$ cat src/rtl/cam_cfg_sequencer.sv
// Camera sensor configuration sequencer: walks a per-profile register table, issuing SCCB
// writes with per-entry retry, embedded delays and an end marker.
module cam_cfg_sequencer #(
  parameter int unsigned ADDR_W       = 8,
  parameter int unsigned DATA_W       = 8,
  parameter int unsigned DEPTH        = 256,
  parameter int unsigned NUM_PROFILES = 2,
  parameter int unsigned TICK_CYCLES  = 27000,
  parameter int unsigned MAX_RETRY    = 3,
  localparam int unsigned PW  = (NUM_PROFILES > 1) ? $clog2(NUM_PROFILES) : 1,
  localparam int unsigned RAW = (NUM_PROFILES * DEPTH > 1) ? $clog2(NUM_PROFILES * DEPTH) : 1,
  localparam int unsigned IW  = (DEPTH > 1) ? $clog2(DEPTH) : 1
) (
  input  logic                     clk,
  input  logic                     rst_n,
  input  logic                     start,
  input  logic [PW-1:0]            profile,
  output logic [RAW-1:0]           rom_addr,
  input  logic [ADDR_W+DATA_W-1:0] rom_data,
  output logic                     cmd_valid,
  input  logic                     cmd_ready,
  output logic [ADDR_W-1:0]        cmd_reg,
  output logic [DATA_W-1:0]        cmd_data,
  input  logic                     resp_valid,
  input  logic                     resp_err,
  output logic                     busy,
  output logic                     done,
  output logic                     error,
  output logic [IW-1:0]            err_index
);

  // Sized so that (2^DATA_W - 1) * TICK_CYCLES always fits.
  localparam int unsigned CW = DATA_W + $clog2(TICK_CYCLES + 1);
  localparam int unsigned RW = (MAX_RETRY > 0) ? $clog2(MAX_RETRY + 1) : 1;

  typedef enum logic [2:0] {
    StIdle,
    StFetch,
    StDecode,
    StIssue,
    StWaitResp,
    StDelay,
    StDone,
    StError
  } state_e;

  state_e            state_q, state_d;
  logic [PW-1:0]     prof_q, prof_d;
  logic [IW-1:0]     idx_q, idx_d;
  logic [RW-1:0]     retry_q, retry_d;
  logic [CW-1:0]     dly_q, dly_d;
  logic [ADDR_W-1:0] reg_q, reg_d;
  logic [DATA_W-1:0] data_q, data_d;
  logic [IW-1:0]     err_idx_q, err_idx_d;

  logic [ADDR_W-1:0] ent_reg;
  logic [DATA_W-1:0] ent_data;
  logic              last_idx;
  logic              advance;

  assign ent_reg  = rom_data[ADDR_W+DATA_W-1:DATA_W];
  assign ent_data = rom_data[DATA_W-1:0];
  assign last_idx = (idx_q == IW'(DEPTH - 1));

  always_comb begin
    state_d   = state_q;
    prof_d    = prof_q;
    idx_d     = idx_q;
    retry_d   = retry_q;
    dly_d     = dly_q;
    reg_d     = reg_q;
    data_d    = data_q;
    err_idx_d = err_idx_q;
    advance   = 1'b0;

    case (state_q)
      StIdle, StDone, StError: begin
        if (start) begin
          state_d   = StFetch;
          prof_d    = profile;
          idx_d     = '0;
          retry_d   = '0;
          err_idx_d = '0;
        end
      end
      StFetch: state_d = StDecode;
      StDecode: begin
        if (&rom_data) begin
          state_d = StDone;
        end else if (&ent_reg) begin
          if (ent_data == '0) begin
            advance = 1'b1;
          end else begin
            dly_d   = CW'(ent_data) * CW'(TICK_CYCLES);
            state_d = StDelay;
          end
        end else begin
          reg_d   = ent_reg;
          data_d  = ent_data;
          state_d = StIssue;
        end
      end
      StIssue: begin
        if (cmd_ready) state_d = StWaitResp;
      end
      StWaitResp: begin
        if (resp_valid) begin
          if (!resp_err) begin
            advance = 1'b1;
          end else if (retry_q < RW'(MAX_RETRY)) begin
            // cmd_reg/cmd_data still hold the failed entry, so reissue directly.
            retry_d = retry_q + RW'(1);
            state_d = StIssue;
          end else begin
            err_idx_d = idx_q;
            state_d   = StError;
          end
        end
      end
      StDelay: begin
        if (dly_q <= CW'(1)) begin
          dly_d   = '0;
          advance = 1'b1;
        end else begin
          dly_d = dly_q - CW'(1);
        end
      end
      default: state_d = StIdle;
    endcase

    // The last table slot ends the sequence rather than spilling into the next profile.
    if (advance) begin
      retry_d = '0;
      if (last_idx) begin
        state_d = StDone;
      end else begin
        idx_d   = idx_q + IW'(1);
        state_d = StFetch;
      end
    end
  end

  always_ff @(posedge clk) begin
    if (!rst_n) begin
      state_q   <= StIdle;
      prof_q    <= '0;
      idx_q     <= '0;
      retry_q   <= '0;
      dly_q     <= '0;
      reg_q     <= '0;
      data_q    <= '0;
      err_idx_q <= '0;
    end else begin
      state_q   <= state_d;
      prof_q    <= prof_d;
      idx_q     <= idx_d;
      retry_q   <= retry_d;
      dly_q     <= dly_d;
      reg_q     <= reg_d;
      data_q    <= data_d;
      err_idx_q <= err_idx_d;
    end
  end

  assign rom_addr  = RAW'(32'(prof_q) * DEPTH + 32'(idx_q));
  assign cmd_valid = (state_q == StIssue);
  assign cmd_reg   = reg_q;
  assign cmd_data  = data_q;
  assign busy      = (state_q == StFetch) || (state_q == StDecode) || (state_q == StIssue) ||
                     (state_q == StWaitResp) || (state_q == StDelay);
  assign done      = (state_q == StDone);
  assign error     = (state_q == StError);
  assign err_index = err_idx_q;

endmodule

$ cat config.mk
export PLATFORM = sky130hd
export DESIGN_NAME = cam_cfg_sequencer
export DESIGN_NICKNAME = d
export VERILOG_FILES = /design/src/rtl/cam_cfg_sequencer.sv
export SDC_FILE = /design/constraint.sdc
export NUM_CORES = 1
export LEC_CHECK = 0
export BUFFER_PORTS_ARGS = -buffer_cell sky130_fd_sc_hd__buf_2
export CAP_MARGIN = 40
export CORE_AREA = 2 2 141 143
export DETAILED_ROUTE_END_ITERATION = 12
export DIE_AREA = 0 0 143 145
export PLACE_DENSITY = 0.5
export SLEW_MARGIN = 20
export SYNTH_ARGS = -nofsm -noshare
export SYNTH_HDL_FRONTEND = slang
export SYNTH_SLANG_ARGS = --single-unit
$ cat constraint.sdc
create_clock -name clk -period 8.8 [get_ports clk]
set_input_delay 1.76 -clock clk [delete_from_list [all_inputs] [get_ports clk]]
set_output_delay 1.76 -clock clk [all_outputs]
set_load 0.03 [all_outputs]
# Word level (Yosys, flattened, before mapping)
# Cells that the tools add are included.
word_totals:
  ff_bits: 61
  input_bits: 23
  out_inout_bits: 37
  word_cells: 95
classes:
  add_sub_neg: 4
  multipliers: 1
  n_lt_le_gt_ge: 2
  n_eq_ne: 21
  muxes: 37
  bitwise: 3
  reduce_logical: 19
op_table:
  columns: ["op", "count"]
  rows:
  - ["23-bit 2-to-1 mux", 4]
  - ["8-bit 2-to-1 mux", 8]
  - ["23-bit one-hot mux with 2 select lines", 1]
  - ["3-bit 2-to-1 mux", 10]
  - ["23-bit by 1-bit less-or-equal comparator with 1-bit output (second input constant)", 1]
  - ["23-bit by 1-bit subtractor with 23-bit output (second input constant)", 1]
  - ["8-bit by 12-bit multiplier with 20-bit output (second input constant)", 1]
  - ["2-bit inequality test (second input constant)", 8]
  - ["8-bit one-hot mux with 2 select lines", 1]
  - ["16-bit AND reduction", 1]
  - ["3-bit one-hot mux with 5 select lines", 1]
  - ["3-bit == test (second input constant)", 4]
  - ["5-bit AND reduction", 2]
  - ["9-bit by 8-bit adder with 9-bit output", 1]
  - ["3-bit inequality test (second input constant)", 3]
  - ["8-bit by 1-bit adder with 8-bit output (second input constant)", 1]
  - ["8-bit == test (second input constant)", 1]
  - ["8-bit logical NOT", 1]
  - ["2-bit 2-to-1 mux", 4]
  - ["8-bit AND reduction", 1]
  - ["3-bit by 2-bit == test with 1-bit output (second input constant)", 2]
  - ["1-bit 2-to-1 mux", 6]
  - ["6-bit AND reduction", 1]
  - ["6-bit nonzero test", 1]
  - ["16 further kinds", 22]

# Depth between registers and ports, before layout
logic_depth:
  depth_word: 7
  depth_mapped: 15
  mapped_depth_nobuf: 15

# Worst setup path before layout
# OpenSTA, ideal clock, no wires.
synth_path:
  kind: "input to register"
  startpoint: "in rom_data[5]"
  endpoint: "reg dly_q[22]"
  setup_time_ns: 0.074
  t_arrival_ns: 5.382
  required_time_ns: 8.726
  path_slack_ns: 3.343
  path_stages: 13
  n_path_buf: 0
  path_cell_list: "fa_1 -> inv_1 -> fa_1 -> fa_1 -> fa_1 -> inv_1 -> ha_1 -> o21ai_0 -> a21oi_1 -> o211ai_1 -> a211oi_1 -> or4_1 -> a31oi_1"
synth_via:
  elab_chain_cells: 5
  word_cells_on_any_way: 10
  classes_between: "1 x mul; 2 x eq/ne; 4 x mux; 3 x reduce/logical"
synth_lines:
  columns: ["element", "line_no", "text"]
  rows:
  - ["from (decl)", "19", "input logic [ADDR_W+DATA_W-1:0] rom_data,"]
  - ["8-bit by 12-bit multiplier with 20-bit output", "94", "dly_d = CW'(ent_data) * CW'(TICK_CYCLES);"]
  - ["23-bit 2-to-1 mux", "91", "if (ent_data == '0) begin"]
  - ["23-bit 2-to-1 mux", "90", "end else if (&ent_reg) begin"]
  - ["23-bit 2-to-1 mux", "88", "if (&rom_data) begin"]
  - ["23-bit one-hot mux with 2 select lines", "76", "case (state_q)"]
  - ["to (signal assigned)", "158", "dly_q <= dly_d;"]
  - ["to (decl)", "51", "logic [CW-1:0] dly_q, dly_d;"]
# Several ways; a longest one is shown, not always the timed one. The select of a mux whose other input is x is not followed.
# A chain may end at the register's enable or synchronous reset.

# Worst setup path in the final report
# Same ends and word-level chain as after synthesis.

==> impl_metrics.toml <==
[floorplanning]
die_h_um = 145
initial_core_util_pct = 27.7
core_outline_area_um2 = 19200
floorplan.io_pins = 60
die_area_um2 = 20700
die_x_um = 143
std_cell_rows = 51

[logic_synthesis]
synth_register_bits = 61
synth-edff-count = 0
synth_cell_types = 72
asyncSetResetFlopFracSynth_pct = 0
mappedNetlistArea_um2 = 5320
syn-num-nets = 767
yosysSeqAreaShare_pct = 23.0
count_of_yosys_warnings_during_synthesis = 0
synth_top_flop_cell = "dfxtp_1"
syn-mean-instance-area_um2 = 8.05
synth_cells = 660

[final_layout]
area_growth_pct = 17.3
drive_gt1_share_pct = 13.7
fillerInstances = 2027
most_common_library_cell_in_the_layout_ignoring_fill_and_taps = "inv_1"
layout.nets = 816
largest_register_ffs = 23
antennaDiodeCount = 0
largest_register = "dly_q"
final_cell_mix = "78 x inv_1, 61 x dfxtp_1, 59 x ha_1, 59 x buf_2, 58 x nand2_1"

[clock_tree]
cts_made_buffers = 9
clk_pin_slew_worst_paths_ps = 60
clkSinkCount = 61
cts_setup_buffers = 0
clk_root_buffer_cell = "clkbuf_16"
holdBufCountCts = 0
worst_skew_pair.late_latency_ps = 340
htree_levels = 3
clk_path_buf_depth = 2
tritoncts = "done"
cts_resized = 0

[global_routing]
grtUsageTotal_pct = 14.1
grt_start_max_net_pins = 33
overflow = 0
global_route_wire_length_before_repair_um = 23500
antenna_violations_before_repair = 0
first_global_vias = 4503

[sta]
max_slew.worst_pin.slew_ps = 716
setup_repair_after_global_routing_missed_its_margin = "no"
period_needed_ps = 5550
post-route-worst-setup-slack_ps = 3250
fin_crit_sh_pct = 63.0
drv_slew = 0
slew-limit-headroom_pct = 51.6
final_hold_viol_count = 0
timing.setup.tns_ps = 0
finClkSkew_ps = 6.76
achievable-frequency_mhz = 180
timing.final.setup_violations = 0

[pwr]
total_power_uw = 1970
power_density_nw_per_um2 = 316
worst_ir_drop_vdd_uv = 123
power.leakage_uw = 0.00278

[worst_setup_path]
worstSetupEndpointType = "flip-flop"
arrival_time_worst_endpoint_ps = 5810
start_kind = "input port"
timing.rr.end = "dly_q[21]"
critical_path_class = "in2reg"
setup.worst_path.start = "rom_data[5]"
worstPathRequired_ps = 9070
rrSetupSlack_ps = 6090
r2r_start = "state_q[1]"
crit_fanout = 9
r2r_cells = 6
setup.worst_path.end = "dly_q[22]"

[routing]
dr_total_vias = 4740
wl_um = 14200
detail_route.drc_violations = 0
wl_per_cell_um = 14.6
via_per_inst = 4.84
drt_first_pass_iters = 5
drtAntennaViolNets = 0
drt_iter0_markers = 258

[placement]
port_buffers = 59
place_ws_ps = 2900
finalWeightedCongestion = 0.802
hpwlAfterDp_um = 10900

[outcome]
outcome = "complete, no violations"

[job]
cap_viol_max_count = 0

[min_path]
timing.hold.worst.class = "reg2reg"
synth_stat cells (8+ instances only):
cell type  number  area, µm²
inv_1          78        293
dfxtp_1        61       1220
ha_1           59        738
nand2_1        58        218
a21oi_1        56        280
nor2_1         43        161
o21ai_0        33        165
fa_1           25        500
nand3_1        25        125
nor3_1         18       90.1
clkbuf_1       17       63.8
a22oi_1        12       90.1
and3_1         10       62.6
nand3b_1        9       67.6
o21a_1          9       67.6
a31oi_1         8       50.1
nand2b_1        8       50.1
nor4_1          8       50.1
where the power goes:
part           switching (µW)  internal [µW]  total, µW  leakage (µW)
clock                     143            307        450      0.000176
sequential               66.8            332        399      0.000495
combinational             693            426       1120       0.00211
metal layers:
metal	vias to the layer above	global-route usage (%)	wire length [µm]
met5	-	0	0
met4	0	3.61	191
met1	2163	20.3	7250
met2	114	21.2	6200
met3	13	2.87	613
li1	2450	-	-
area by class of cell:
class	instances	area, µm²	share of cell area (%)
clock buffer	9	225	3.61
clock inverter	7	145	2.33
inverter	79	297	4.76
multi-input combinational	492	3660	58.7
sequential	61	1220	19.6
tap	265	332	5.32
timing repair buffer	66	355	5.70
logic make-up after synthesis:
logic type / synth area share (%)
flip-flops: 23.0
AND/OR/NAND/NOR: 20.8
multiplexers: 1.18
AO/OA/AOI/OAI: 22.2
buffers and inverters: 8.17
XOR/XNOR: 1.32
adder cells (fa/ha/maj): 23.3
critical path, stage by stage:
cell and delay, ps:
buf_2 170, fa_1 550, inv_1 70, fa_1 460
fa_1 500, fa_1 540, inv_1 40, ha_1 330
o21ai_0 90, a21oi_1 100, o211ai_1 380, a211oi_1 160
or4_1 510, a31oi_1 170
through the flow:
step                      hold slack (ps)  utilization, %  instance area [µm²]  instances
after floorplan                       449               -                 5320        660
after global placement                442            30.4                 5830        960
after detailed placement              446            30.5                 5850        962
after CTS                             455            32.4                 6220        978
after global routing                  468            32.5                 6230        979
final                                 455            32.5                 6230        979
worst min-delay path by stage:
stage / from / to / slack (ps) / cells past startpoint
after floorplan: dly_q[6] / dly_q[6] / 450 / 2
final: cmd_data[1] / cmd_data[1] / 450 / 2
after global routing: cmd_reg[3] / cmd_reg[3] / 470 / 2
after detailed placement: cmd_data[2] / cmd_data[2] / 450 / 2
after global placement: cmd_reg[3] / cmd_reg[3] / 440 / 2
after CTS: cmd_data[2] / cmd_data[2] / 450 / 2
(Power assumes the default switching activity.)
